--- config.mk ---
export PLATFORM = sky130hd
export DESIGN_NAME = otter_pipe_ctrl
export DESIGN_NICKNAME = d
export VERILOG_FILES = /design/src/rtl/otter_pipe_pkg.sv /design/src/rtl/sat_counter.sv /design/src/rtl/otter_pipe_ctrl.sv
export SDC_FILE = /design/constraint.sdc
export NUM_CORES = 1
export LEC_CHECK = 0
export ABC_AREA = 1
export CAP_MARGIN = 20
export CORE_ASPECT_RATIO = 1.75
export CORE_MARGIN = 4
export CORE_UTILIZATION = 47
export DETAILED_ROUTE_END_ITERATION = 7
export PLACE_DENSITY = 0.8
export SYNTH_ARGS = -nofsm -noshare
export SYNTH_HDL_FRONTEND = slang
export SYNTH_SLANG_ARGS = --single-unit
--- constraint.sdc ---
create_clock -name CLK -period 1.6 [get_ports CLK]
set_input_delay 0.32 -clock CLK [delete_from_list [all_inputs] [get_ports CLK]]
set_output_delay 0.32 -clock CLK [all_outputs]
set_load 0.05 [all_outputs]
--- src/rtl/otter_pipe_pkg.sv ---
// otter_pipe_pkg: shared sequencer state encoding and pipeline bubble constant
package otter_pipe_pkg;
  typedef enum logic [1:0] {
    RUN      = 2'd0,
    MEM_WAIT = 2'd1,
    DRAIN    = 2'd2,
    HALTED   = 2'd3
  } pipe_state_t;
  localparam logic [31:0] NOP_IR = 32'h0000_0013;
endpackage

--- src/rtl/sat_counter.sv ---
// sat_counter: event counter that sticks at all-ones
module sat_counter #(
  parameter int W = 16
) (
  input  logic         CLK,
  input  logic         RST,
  input  logic         inc,
  output logic [W-1:0] cnt
);
  always_ff @(posedge CLK) cnt <= RST ? '0 : (inc && !(&cnt)) ? cnt + 1'b1 : cnt;
endmodule

--- src/rtl/otter_pipe_ctrl.sv ---
// otter_pipe_ctrl: stage enables/flushes for stalls, squashes, memory waits and halt drain
module otter_pipe_ctrl
  import otter_pipe_pkg::*;
#(
  parameter int CNT_W        = 16,
  parameter int MEM_TIMEOUT  = 64,
  parameter int DRAIN_CYCLES = 3
) (
  input  logic             CLK,
  input  logic             RST,
  input  logic [4:0]       rs1_D,
  input  logic [4:0]       rs2_D,
  input  logic             uses_rs1_D,
  input  logic             uses_rs2_D,
  input  logic [4:0]       rd_E,
  input  logic             memRead_E,
  input  logic             pcSrc_E,
  input  logic             mem_busy,
  input  logic             ext_halt,
  output logic             pc_en,
  output logic             fd_en,
  output logic             de_en,
  output logic             em_en,
  output logic             mw_en,
  output logic             fd_flush,
  output logic             de_flush,
  output logic             halted,
  output logic             mem_timeout,
  output logic [CNT_W-1:0] stall_cnt,
  output logic [CNT_W-1:0] flush_cnt,
  output logic [CNT_W-1:0] wait_cnt
);
  localparam int DW = $clog2(DRAIN_CYCLES + 1);
  localparam int EW = $clog2(MEM_TIMEOUT + 1);
  localparam logic [DW-1:0] DLAST = DW'(DRAIN_CYCLES - 1);
  localparam logic [EW-1:0] ETO = EW'(MEM_TIMEOUT);
  pipe_state_t state, ret_state, eff;
  logic [DW-1:0] drain_cnt;
  logic [EW-1:0] ep, ep_nxt;
  logic freeze, squash, lu, hold;
  // a finished memory wait resumes the interrupted state's rules in the same cycle
  assign eff    = (state == MEM_WAIT && !mem_busy) ? ret_state : state;
  assign freeze = mem_busy && state != HALTED;
  assign squash = !freeze && (eff == RUN || eff == DRAIN) && pcSrc_E;
  assign lu     = !freeze && !squash && eff == RUN && memRead_E && rd_E != 5'd0 &&
                  ((uses_rs1_D && rs1_D == rd_E) || (uses_rs2_D && rs2_D == rd_E));
  assign hold   = lu || (!freeze && !squash && eff == DRAIN) || state == HALTED;
  assign pc_en    = RST || !(freeze || hold);
  assign fd_en    = pc_en;
  assign de_en    = RST || !freeze;
  assign em_en    = de_en;
  assign mw_en    = de_en;
  assign fd_flush = !RST && squash;
  assign de_flush = !RST && (squash || hold);
  assign halted   = state == HALTED;
  assign ep_nxt   = (ep == ETO) ? ep : ep + 1'b1;
  always_ff @(posedge CLK) begin
    if (RST) begin
      state       <= RUN;
      ret_state   <= RUN;
      drain_cnt   <= '0;
      ep          <= '0;
      mem_timeout <= 1'b0;
    end else if (freeze) begin
      state <= MEM_WAIT;
      if (state != MEM_WAIT) ret_state <= eff;
      ep <= ep_nxt;
      if (ep_nxt == ETO) mem_timeout <= 1'b1;
    end else begin
      ep <= '0;
      case (eff)
        RUN: if (ext_halt) begin
          state     <= DRAIN;
          drain_cnt <= '0;
        end else state <= RUN;
        DRAIN: if (!ext_halt) begin
          state     <= RUN;
          drain_cnt <= '0;
        end else if (squash) begin
          state     <= DRAIN;
          drain_cnt <= '0;
        end else if (drain_cnt == DLAST) begin
          state     <= HALTED;
        end else begin
          state     <= DRAIN;
          drain_cnt <= drain_cnt + 1'b1;
        end
        HALTED: state <= ext_halt ? HALTED : RUN;
        default: state <= RUN;
      endcase
    end
  end
  sat_counter #(.W(CNT_W)) u_stall (.CLK(CLK), .RST(RST), .inc(lu),     .cnt(stall_cnt));
  sat_counter #(.W(CNT_W)) u_flush (.CLK(CLK), .RST(RST), .inc(squash), .cnt(flush_cnt));
  sat_counter #(.W(CNT_W)) u_wait  (.CLK(CLK), .RST(RST), .inc(freeze), .cnt(wait_cnt));
endmodule

# ---- Word level (Yosys, flattened, before mapping)
# Cells that the tools add are included.
# W data, S select, Z words.
dict set report word_totals {
  ram_bits 0
  out_inout_bits 57
  latchBits 0
  in_bits 23
  wordCells 86
  mem_count 0
  regBits 62
  rom_bits 0
}
dict set report classes {
  n_lt_le_gt_ge 0
  n_div 0
  n_eq_ne 13
  multipliers 0
  mux 14
  n_bitwise 1
  addsub 5
  shift 0
  reduce_logical 44
}
# operator count
set ops {}
lappend ops {{$add A16 B1 Y16 const B} 3}
lappend ops {{$reduce_and A16 Y1} 3}
lappend ops {{$logic_and A1 B1 Y1} 17}
lappend ops {{$mux W2} 8}
lappend ops {{$eq A7 B7 Y1 const B} 2}
lappend ops {{$eq A5 B5 Y1} 2}
lappend ops {{$eq A2 B2 Y1 const B} 4}
lappend ops {{$logic_not A1 Y1} 8}
lappend ops {{$logic_or A1 B1 Y1} 8}
lappend ops {{$add A7 B1 Y7 const B} 1}
lappend ops {{$mux W7} 1}
lappend ops {{$pmux W2 S3} 1}
lappend ops {{$reduce_bool A5 Y1} 1}
lappend ops {{$ne A2 B2 Y1 const B} 2}
lappend ops {{$ne A4 B4 Y1 const B} 1}
lappend ops {{$pmux W2 S2} 1}
lappend ops {{$reduce_and A2 Y1} 2}
lappend ops {{$reduce_and A4 Y1} 1}
lappend ops {{$reduce_or A2 Y1} 2}
lappend ops {{$mux W1} 3}
lappend ops {{$add A2 B1 Y2 const B} 1}
lappend ops {{$eq A2 B1 Y1 const B} 1}
lappend ops {{$logic_not A2 Y1} 1}
lappend ops {{$ne A2 B1 Y1 const B} 1}
lappend ops {{2 further kinds} 2}

# ---- Longest topological paths before layout
# Gate-level depths: netlist of the first run.
dict set report logic_depth {
  ltp_word 18
  mapped_depth 11
  mapped_depth_nobuf 11
}

# ---- By module
# A second synthesis of the first run with hierarchy kept.
dict set report unflattened {
  hier_cells 604
  area_unflattened_um2 3976.3
}
# module cells_each instances seq_area_each_um2 area_per_inst_um2
set by_module_without_submodules {}
lappend by_module_without_submodules {sat_counter 146 3 320.3 978.4}
lappend by_module_without_submodules {otter_pipe_ctrl 166 1 280.3 1041.0}

# ---- Least setup slack after synthesis of the first run
# No wires, ideal clock.
dict set report synth_path {
  kind {input-to-output}
  from {input port mem_busy}
  to {output port pc_en}
  required_ns 1.280
  stages 10
  path_slack_ns -1.234
  path_buffers 1
  arrival_time_ns 2.514
  cell_sequence {inv_2 -> nand2_1 -> o21ai_2 -> nor2_2 -> nand2_2 -> nor2_8 -> nand2_1 -> nand3_1 -> o21ai_0 -> buf_4}
}
dict set report synth_between {
  elab_chain_len 18
  word_cells_on_any_way 22
  classes_between {eq/ne (1); mux (1); reduce/logical (20)}
}
# element line
set synth_rtl {}
lappend synth_rtl {{start: declaration} otter_pipe_ctrl.sv:18} ;# input logic mem_busy,
lappend synth_rtl {{$logic_not A1 Y1} otter_pipe_ctrl.sv:42} ;# assign eff = (state == MEM_WAIT && !mem_busy) ? ret_state : state;
lappend synth_rtl {{$logic_and A1 B1 Y1} otter_pipe_ctrl.sv:42}
lappend synth_rtl {{$mux W2} otter_pipe_ctrl.sv:42}
lappend synth_rtl {{$eq A2 B2 Y1 or $logic_not A2 Y1 (tied branches)} {otter_pipe_ctrl.sv:44, otter_pipe_ctrl.sv:47, otter_pipe_ctrl.sv:45}}
lappend synth_rtl {{$logic_or A1 B1 Y1} otter_pipe_ctrl.sv:44} ;# assign squash = !freeze && (eff == RUN || eff == DRAIN) && pcSrc_E;
lappend synth_rtl {{$logic_and A1 B1 Y1 (2 in a row)} otter_pipe_ctrl.sv:44}
lappend synth_rtl {{$logic_not A1 Y1} {otter_pipe_ctrl.sv:45, otter_pipe_ctrl.sv:47}}
lappend synth_rtl {{$logic_and A1 B1 Y1} {otter_pipe_ctrl.sv:45, otter_pipe_ctrl.sv:47}}
lappend synth_rtl {{$logic_and A1 B1 Y1 (4 in a row)} otter_pipe_ctrl.sv:45} ;# assign lu = !freeze && !squash && eff == RUN && memRead_E && rd_E != 5'd0 &&
lappend synth_rtl {{$logic_or A1 B1 Y1 (2 in a row)} otter_pipe_ctrl.sv:47} ;# assign hold = lu || (!freeze && !squash && eff == DRAIN) || state == HALTED;
lappend synth_rtl {{$logic_or A1 B1 Y1 *} otter_pipe_ctrl.sv:48} ;# assign pc_en = RST || !(freeze || hold);
lappend synth_rtl {{$logic_not A1 Y1 *} otter_pipe_ctrl.sv:48}
lappend synth_rtl {{$logic_or A1 B1 Y1 *} otter_pipe_ctrl.sv:48}
lappend synth_rtl {{end: declaration} otter_pipe_ctrl.sv:20} ;# output logic pc_en,
# Every way passes the cells marked *; elsewhere a longest branch is shown, timed or not.

# ---- Worst setup path after layout of the first run
dict set report layout_path {
  from {register state[1]}
  to {output port fd_en}
}
dict set report layout_between {
  elab_chain_len 18
  word_cells_on_any_way 24
  classes_between {eq/ne (4); mux (1); reduce/logical (19)}
}
# element line
set layout_rtl {}
lappend layout_rtl {{start: declaration} otter_pipe_ctrl.sv:37} ;# pipe_state_t state, ret_state, eff;
lappend layout_rtl {{start signal: assignment} otter_pipe_ctrl.sv:88} ;# HALTED: state <= ext_halt ? HALTED : RUN;
lappend layout_rtl {{$eq A2 B1 Y1} otter_pipe_ctrl.sv:42}
lappend layout_rtl {{$logic_and A1 B1 Y1} otter_pipe_ctrl.sv:42}
lappend layout_rtl {{$mux W2} otter_pipe_ctrl.sv:42}
lappend layout_rtl {{$eq A2 B2 Y1 or $logic_not A2 Y1 (tied branches)} {otter_pipe_ctrl.sv:44, otter_pipe_ctrl.sv:47, otter_pipe_ctrl.sv:45}}
lappend layout_rtl {{$logic_or A1 B1 Y1} otter_pipe_ctrl.sv:44}
lappend layout_rtl {{$logic_and A1 B1 Y1 (2 in a row)} otter_pipe_ctrl.sv:44}
lappend layout_rtl {{$logic_not A1 Y1} {otter_pipe_ctrl.sv:45, otter_pipe_ctrl.sv:47}}
lappend layout_rtl {{$logic_and A1 B1 Y1} {otter_pipe_ctrl.sv:45, otter_pipe_ctrl.sv:47}}
lappend layout_rtl {{$logic_and A1 B1 Y1 (4 in a row)} otter_pipe_ctrl.sv:45}
lappend layout_rtl {{$logic_or A1 B1 Y1 (2 in a row)} otter_pipe_ctrl.sv:47}
lappend layout_rtl {{$logic_or A1 B1 Y1 *} otter_pipe_ctrl.sv:48}
lappend layout_rtl {{$logic_not A1 Y1 *} otter_pipe_ctrl.sv:48}
lappend layout_rtl {{$logic_or A1 B1 Y1 *} otter_pipe_ctrl.sv:48}
lappend layout_rtl {{end: declaration} otter_pipe_ctrl.sv:21} ;# output logic fd_en,
# Marked as above.

==> flow_summary.toml, run 1 <==
[sta]
tightest_slew_ns = 0.360
final_hold_viol_count = 0
period_minus_slack_ns = 2.08
max_slew_margin = 0.758
maxSlewViolCount = 0
fin_skew_ns = 0.00461
setup_viol = 26
rsz0062_at_grt = "yes"
fin_crit_sh = 1.30
max_freq_mhz = 480
worst_slack_ns = -0.483
fin_tns_setup_ns = -3.31
whs_ns = 0.464

[yosys]
synth_edf_count = 0
ys_seq_area_frac = 0.328
synth_fp_nets = 634
syn-instance-count = 605
ys.flop_type = "dfxtp_1"
syn_area_per_cell_um2 = 6.25
synth_top_area_cell = "dfxtp_1"
synthTopCellsByArea = "dfxtp_1 33%, nand2_1 17%, nor2_1 9.5%"
ys_ff_latch = 62
synthTopCellsByCount = "168 x nand2_1, 96 x nor2_1, 80 x inv_1, 62 x dfxtp_1, 39 x nand3_1"
synth_cell_types = 32
synth.top_cell.area_share = 0.328
synth.most_common_cell = "nand2_1"
yosysWarnings = 0
async_flop_share = 0
synth.cell_area_mm2 = 0.00378

[outcome]
violations = "negative setup slack"
status = "complete, but fails checks"

[clock_network]
clkTransAtPathRegs_ns = 0.05
insertion_delay_ns = 0.33
cts_buffer_depth = 2
htreeDepth = 3
cts_tree = "done"
clock_sinks = 62
cts-buffers-inserted = 9
root_buffer = "clkbuf_16"

[finish]
area_growth_pct = 65.9
antenna_cells = 0
multi_input_area_mm2 = 0.00246
regArea_mm2 = 0.00130
layoutNonFillerInstCount = 853
drive_gt1_frac = 0.359
fillCellCount = 487
nNetsFinal = 787
design_area_mm2 = 0.00627

[detailed_routing]
first_pass_iters = 5
drtIter0Drc = 415
vias = 4575
finalWirelength_um = 12500
remaining_drc_errors = 0
avgRoutedWirePerCell_um = 14.7
via_per_inst = 5.36
ant_nets = 0

[floorplan]
ios = 80
coreArea_mm2 = 0.00791
die-area_mm2 = 0.00960
fp.dieH_um = 127
die_w_um = 75.8
row_count = 43
start_util = 0.478

[grt]
grt_pass1_wl_um = 19400
grt_overflow = 0
grt_use_met3 = 0.0428
grt.met2_usage = 0.463
grt_max_degree = 24
antenna_found_initial = 0
track_usage = 0.253
busiest_layer = "met2"
gr-usage-met1 = 0.266
grt_pass1_vias = 4514

[placed_design]
postPlaceCellArea_mm2 = 0.00553
pre_cts_ws_ns = -0.692
post-place-cells = 829
io_buffers = 79
routabilityCongestion = 0.905
dp_hpwl_um = 8420

[critical_path]
path_class = "reg2out"
worstPathRequired_ns = 1.28
startpoint_type = "register"
arrival_ns = 1.76
endpoint_kind = "output pin"
path_max_fanout = 3

[run]
maxCapViolCount = 0

[pwr]
power.density_mw_per_mm2 = 674
p_leak_uw = 0.00268
irDropWorstVdd_mv = 0.587

[hold_path]
hp-class = "reg2reg"
power breakdown:
group	switching [µW]	total, µW	internal (µW)
combinational	343	607	265
sequential	18.7	1580	1560
clock	700	2040	1340
total	1060	4220	3160
worst paths after layout:
check	to	depth (start not counted)	slack [ns]	from
worst max-delay path	fd_en	10	-0.48	state[1]
worst min-delay path	mem_timeout	2	0.46	mem_timeout
worst max register to register	u_flush.cnt[3]	12	-0.07	state[1]
worst min register to register	mem_timeout	2	0.46	mem_timeout
through the flow:
step	power, µW	util
2_1_floorplan	1890	-
3_3_place_gp	2130	0.699
3_5_place_dp	2140	0.699
4_1_cts	4180	0.755
5_1_grt	4360	0.793
6_report	4220	0.793
metal layers:
| metal | up-vias | share of wire |
|---|---|---|
| met4 | 0 | 0.036 |
| li1 | 2211 | - |
| met3 | 51 | 0.049 |
| met2 | 174 | 0.57 |
| met1 | 2139 | 0.34 |
| met5 | - | 0 |
cell type report:
| cell class | count | share of cell area |
|---|---|---|
| sequential | 62 | 0.207 |
| clock inverter | 3 | 0.00638 |
| tap | 90 | 0.0180 |
| clock buffer | 13 | 0.0433 |
| timing repair buffer | 159 | 0.276 |
| inverter | 88 | 0.0559 |
| multi-input combinational | 438 | 0.393 |
registers in the layout (all words and copies together) (netlist names):
signal,flops
ep,7
state,2
drain_cnt,2
u_wait.cnt,16
u_flush.cnt,16
ret_state,2
u_stall.cnt,16
mem_timeout,1
critical path: stages, from the launching register on:
cell and delay [ns]:
dfxtp_1 0.34, nor2_4 0.13, nand2_2 0.10, nand2_4 0.10, nand3_4 0.08, nand2_4 0.09
nor2_8 0.04, nand2_4 0.08, nand3_4 0.09, o21ai_4 0.21, buf_12 0.17
cell families (layout without fill, tap and decap cells):
logic type | count (synthesis) | after routing | share of synthesized area
and+or+nand+nor | 364 | 364 | 0.426
buffers and inverters | 105 | 263 | 0.117
DFF | 62 | 62 | 0.328
AOI/OAI and AO/OA | 51 | 51 | 0.0695
xor gates and xnor gates | 17 | 17 | 0.0394
adders and majority gates | 6 | 6 | 0.0199
timing repair:
item	CTS	global route
hold buffers	0	0
pin swaps	21	14
gates cloned	0	2
buffers inserted	4	2
endpoints found under the setup margin	62	60
endpoints found under the hold margin	0	0
gates resized for setup	47	72
cell usage in the layout (no fill, tap or decap), types with 14 or more instances in the layout:
cell type	count
nand4_1	22
dfxtp_2	29
buf_4	92
nand3_1	30
dlygate4sd2_1	14
a21oi_1	26
nor2_1	79
dfxtp_1	27
buf_12	36
inv_1	77
nand2_1	154
nor3_1	14
Power figures use the tool's default switching activity.
==> run 2: changes to the inputs <==
--- a/config.mk
+++ b/config.mk
@@ -9,9 +9,11 @@
 export CAP_MARGIN = 20
 export CORE_ASPECT_RATIO = 1.75
 export CORE_MARGIN = 4
-export CORE_UTILIZATION = 47
+export CORE_UTILIZATION = 45
 export DETAILED_ROUTE_END_ITERATION = 7
-export PLACE_DENSITY = 0.8
+export MAX_ROUTING_LAYER = met4
+export PLACE_DENSITY = 0.77
+export SLEW_MARGIN = 20
 export SYNTH_ARGS = -nofsm -noshare
 export SYNTH_HDL_FRONTEND = slang
 export SYNTH_SLANG_ARGS = --single-unit
==> run 2 against run 1 <==
Compared with the run above: the run still ends with negative setup slack left; routed wire length down 11%; final area down 2.6%; core utilization down 5.3 points; critical endpoint is now pc_en; highest routed layer unchanged; critical path depth unchanged; largest power group unchanged; global-route usage shrank 3.6 points.
==> flow_summary.toml, run 2 (synthesized netlist as in run 1, its figures left out) <==
[grt]
grt_max_degree = 24
grt_pass1_wl_um = 17500
antenna_found_initial = 0
track_usage = 0.218
grt_pass1_vias = 4238
grt_overflow = 0

[critical_path]
worstPathRequired_ns = 1.28
path_class = "reg2out"
path_max_fanout = 3
startpoint_type = "register"
cpPeakStageDelay_ns = 0.35
cp_slowest_cell = "dfxtp_4"
arrival_ns = 1.70
crit_top_cell = "nand2_4"
path_cells = "nor2_4 -> nand2_2 -> nand2_4 -> nand3_4 -> nand2_4 -> nor2_8 -> nand2_4 -> nand3_4 -> o21ai_4 -> buf_12"
endpoint_kind = "output pin"

[sta]
tightest_slew_ns = 0.438
maxSlewViolCount = 0
rsz0062_at_grt = "yes"
fin_crit_sh = 1.26
max_slew_margin = 0.705
max_freq_mhz = 495
final_hold_viol_count = 0
fin_tns_setup_ns = -2.73
fin_skew_ns = 0.00749
whs_ns = 0.458
setup_viol = 21
worst_slack_ns = -0.419
period_minus_slack_ns = 2.02

[floorplan]
die_w_um = 77.3
fp.dieH_um = 129
row_count = 44
start_util = 0.458
ios = 80
coreArea_mm2 = 0.00826
die-area_mm2 = 0.00999

[clock_network]
htreeDepth = 3
insertion_delay_ns = 0.32
clock_sinks = 62
root_buffer = "clkbuf_16"
hold_buffers = 0
cts_buffer_depth = 2
cts-buffers-inserted = 9
clkTransAtPathRegs_ns = 0.05
cts_tree = "done"

[pwr]
switching_power_uw = 976
power_frac_comb = 0.148
irDropWorstVdd_mv = 0.607
p_clk_frac = 0.450
p_int_uw = 2940
seq_power_share = 0.402
p_leak_uw = 0.00268
power.density_mw_per_mm2 = 641
p_sw_frac = 0.249

[finish]
final_common_cell = "nand2_1"
antenna_cells = 0
drive_gt1_frac = 0.332
area_growth_pct = 61.6
top_regs = "u_flush.cnt x16, u_stall.cnt x16, u_wait.cnt x16"
nNetsFinal = 792
layout_common_cells = "160 x nand2_1, 100 x buf_4, 86 x nor2_1"
layoutNonFillerInstCount = 859
fillCellCount = 604
design_area_mm2 = 0.00611

[detailed_routing]
first_pass_iters = 5
wl_met2_um = 6270
wl_met1_um = 4050
finalWirelength_um = 11100
top_layer_used = "met4"
remaining_drc_errors = 0
vias = 4441
ant_nets = 0
avgRoutedWirePerCell_um = 13.0
drtIter0Drc = 275
dr_wl_met3_um = 531
via_per_inst = 5.17

[placed_design]
routabilityCongestion = 0.913
pre_cts_ws_ns = -0.731
io_buffers = 79
dp_hpwl_um = 8080
postPlaceCellArea_mm2 = 0.00552
post-place-cells = 832

[outcome]
violations = "negative setup slack"
status = "complete, but fails checks"

[run]
maxCapViolCount = 0

[hold_path]
hp-class = "reg2reg"
-- run 2: area by class of cell --
| type | count | area, µm² | area share |
|---|---|---|---|
| Clock buffer | 14 | 264 | 0.0432 |
| Clock inverter | 1 | 5.00 | 0.000819 |
| Inverter | 88 | 345 | 0.0565 |
| Multi-Input combinational cell | 438 | 2330 | 0.382 |
| Sequential cell | 62 | 1310 | 0.214 |
| Tap cell | 92 | 115 | 0.0188 |
| Timing Repair Buffer | 164 | 1740 | 0.285 |
-- run 2: routing by layer --
layer / up-vias / global-route usage
li1: 2220 / -
met1: 2033 / 0.220
met2: 151 / 0.407
met3: 37 / 0.0382
met4: 0 / 0.0954
met5: - / -
-- run 2: power groups by stage --
stage | registers [µW] | logic (µW) | clock network (µW)
floorplan | 1640 | 254 | 0
finish | 1580 | 578 | 1760
CTS | 1570 | 539 | 1790
detailed placement | 1610 | 527 | 0
global route | 1580 | 621 | 1870
global placement | 1600 | 516 | 0
-- run 2: final timing paths --
check                   start         endpoint  slack [ns]  depth (start not counted)
hold reg to reg   mem_timeout      mem_timeout        0.46                          2
hold / removal    mem_timeout      mem_timeout        0.46                          2
setup / recovery     state[1]            pc_en       -0.42                         10
setup reg to reg     state[1]  u_flush.cnt[10]       -0.09                         12
-- run 2: critical path, delay by kind of cell, from the launching register on --
family | cells | cell delay (ns)
simple gates | 8 | 0.62
flops | 1 | 0.35
compound gates | 1 | 0.23
buf+inv | 1 | 0.17
-- run 2: repair_timing --
| item | 4_1_cts | 5_1_grt |
|---|---|---|
| endpoints found under the setup margin | 67 | 55 |
| setup buffers | 5 | 6 |
| gates resized for setup | 45 | 39 |
| gates cloned | 0 | 1 |
| pin swaps | 18 | 21 |
| endpoints found under the hold margin | 0 | 0 |
-- run 2: through the flow --
stage / utilization / total power [µW]
finish: 0.740 / 3920
global route: 0.740 / 4060
CTS: 0.715 / 3900
detailed placement: 0.668 / 2130
global placement: 0.668 / 2120
floorplan: - / 1890
==> run 3: changes to the inputs <==
--- a/config.mk
+++ b/config.mk
@@ -13,6 +13,7 @@
 export DETAILED_ROUTE_END_ITERATION = 7
 export MAX_ROUTING_LAYER = met4
 export PLACE_DENSITY = 0.77
+export REMOVE_ABC_BUFFERS = 1
 export SLEW_MARGIN = 20
 export SYNTH_ARGS = -nofsm -noshare
 export SYNTH_HDL_FRONTEND = slang
==> run 3 against run 2 <==
Compared with the run above: the run still ends with negative setup slack left; register-to-register slack gained 0.03 ns; sequential share of layout area decreased by 1.8 points; core utilization grew 3.9 points; sequential cell count is the same; sequential power about the same; combinational power grew 4.3%; non-clock buffer count rose by 11; final area grew 5.3%; setup slack got worse by 0.10 ns; first-iteration DRC count down 20%; die area did not move; critical endpoint is now de_flush; largest power group unchanged.
==> flow_summary.toml, run 3 (synthesized netlist as in run 1, its figures left out) <==
[outcome]
status = "complete, but fails checks"
violations = "negative setup slack"

[sta]
whs_ns = 0.451
maxSlewViolCount = 0
period_minus_slack_ns = 2.12
worst_slack_ns = -0.520
max_slew_margin = 0.728
fin_skew_ns = 0.00511
final_hold_viol_count = 0
tightest_slew_ns = 0.407
rsz0062_at_grt = "yes"
setup_viol = 17
fin_crit_sh = 1.32
max_freq_mhz = 472

[floorplan]
start_util = 0.458
coreArea_mm2 = 0.00826
ios = 80
fp.dieH_um = 129
row_count = 44
die-area_mm2 = 0.00999
die_w_um = 77.3

[finish]
nNetsFinal = 803
top_regs = "u_flush.cnt x16, u_stall.cnt x16, u_wait.cnt x16"
antenna_cells = 0
layout_common_cells = "160 x nand2_1, 90 x buf_4, 83 x nor2_1"
area_growth_pct = 70.2
final_common_cell = "nand2_1"
drive_gt1_frac = 0.313
final_core_util = 0.779
layoutNonFillerInstCount = 868

[critical_path]
rrSetupSlack_ns = -0.06
path_max_fanout = 3
crit_buf_inv = 5
crit_cells = 11
cpPeakStageDelay_ns = 0.36
endpoint_kind = "output pin"
arrival_ns = 1.80
cp_slowest_cell = "dfxtp_4"
path_cells = "inv_2 -> o21ai_2 -> buf_4 -> nand2_1 -> inv_2 -> nand3_2 -> nand3_4 -> buf_6 -> nand2_4 -> nand2_4 -> buf_12"
path_class = "reg2out"
worst_r2r_endpoint = "u_stall.cnt[5]"
worstPathRequired_ns = 1.28
rr_worst_depth = 9
rr_startpoint = "state[1]"
startpoint_type = "register"
crit_family = "buffers and inverters"

[clock_network]
cts-buffers-inserted = 9
hold_buffers = 0
htreeDepth = 3
root_buffer = "clkbuf_16"
cts_buffer_depth = 2
insertion_delay_ns = 0.34
clkTransAtPathRegs_ns = 0.05
cts_tree = "done"
clock_sinks = 62

[detailed_routing]
remaining_drc_errors = 0
finalWirelength_um = 12600
via_per_inst = 5.32
drtIter0Drc = 220
first_pass_iters = 5
vias = 4615
ant_nets = 0
avgRoutedWirePerCell_um = 14.5

[pwr]
irDropWorstVdd_mv = 0.635
p_leak_uw = 0.00284
p_total_uw = 4150
power.density_mw_per_mm2 = 645

[grt]
grt_pass1_wl_um = 19500
grt_max_degree = 28
antenna_found_initial = 0
grt_pass1_vias = 4690
grt_overflow = 0
track_usage = 0.243

[hold_path]
min_delay_path_depth = 2
hp-start = "mem_timeout"
hp-class = "reg2reg"
min_to = "mem_timeout"

[placed_design]
pre_cts_ws_ns = -0.750
io_buffers = 79
routabilityCongestion = 0.880
post-place-cells = 843
dp_hpwl_um = 8440

[run]
maxCapViolCount = 0
-- run 3: stage by stage --
stage | setup TNS, ns | cell area [µm²]
floorplan | -25.30 | 3670
global placement | -21.08 | 5750
detailed placement | -24.46 | 5750
CTS | -2.28 | 6200
global route | -5.19 | 6440
finish | -2.54 | 6440
-- run 3: area by class of cell --
| cell class | count | area (µm²) |
|---|---|---|
| clock inverters | 1 | 30.0 |
| flip-flops and latches | 62 | 1260 |
| well taps | 92 | 115 |
| fillers | 522 | 1820 |
| clock buffers | 12 | 267 |
| repair buffers | 175 | 2100 |
| multi-input cells | 438 | 2330 |
| inverters | 88 | 338 |
-- run 3: how the worst max path moves through the flow --
stage / to / startpoint / slack (ns)
after floorplan: fd_en / rd_E[0] / -1.91
after global placement: fd_en / rd_E[3] / -0.69
after detailed placement: fd_en / mem_busy / -0.75
after CTS: fd_en / state[1] / -0.53
after global routing: fd_en / ret_state[0] / -0.58
final: de_flush / state[0] / -0.52
-- run 3: report_power, final --
part	total (µW)	leakage, µW	switching, µW	internal, µW
Clock	1970	0.000147	663	1300
Combinational	603	0.00219	336	266
Sequential	1580	0.000505	17.2	1570
Total	4150	0.00284	1020	3140
-- run 3: per-layer routing --
layer / global-route usage / up-vias / wire length, µm
met5: - / - / 0
met4: 0.127 / 0 / 550
met3: 0.0452 / 61 / 632
met2: 0.456 / 169 / 7010
met1: 0.234 / 2153 / 4400
li1: - / 2232 / -
-- run 3: worst reg2reg max path, stage by stage (launching register included) --
cell     delay [ns]
dfxtp_4        0.36
nor2_4         0.11
a21oi_2        0.08
nor2_1         0.13
nand2_2        0.10
nor2_8         0.11
buf_4          0.27
nand3_4        0.18
nand2_1        0.10
a21oi_1        0.07
-- run 3: what timing repair did --
action                                  CTS  global route
endpoints found under the setup margin   45            57
resized for setup                        42            62
pin swaps                                16            30
setup buffers                             6             8
cloned                                    0             0
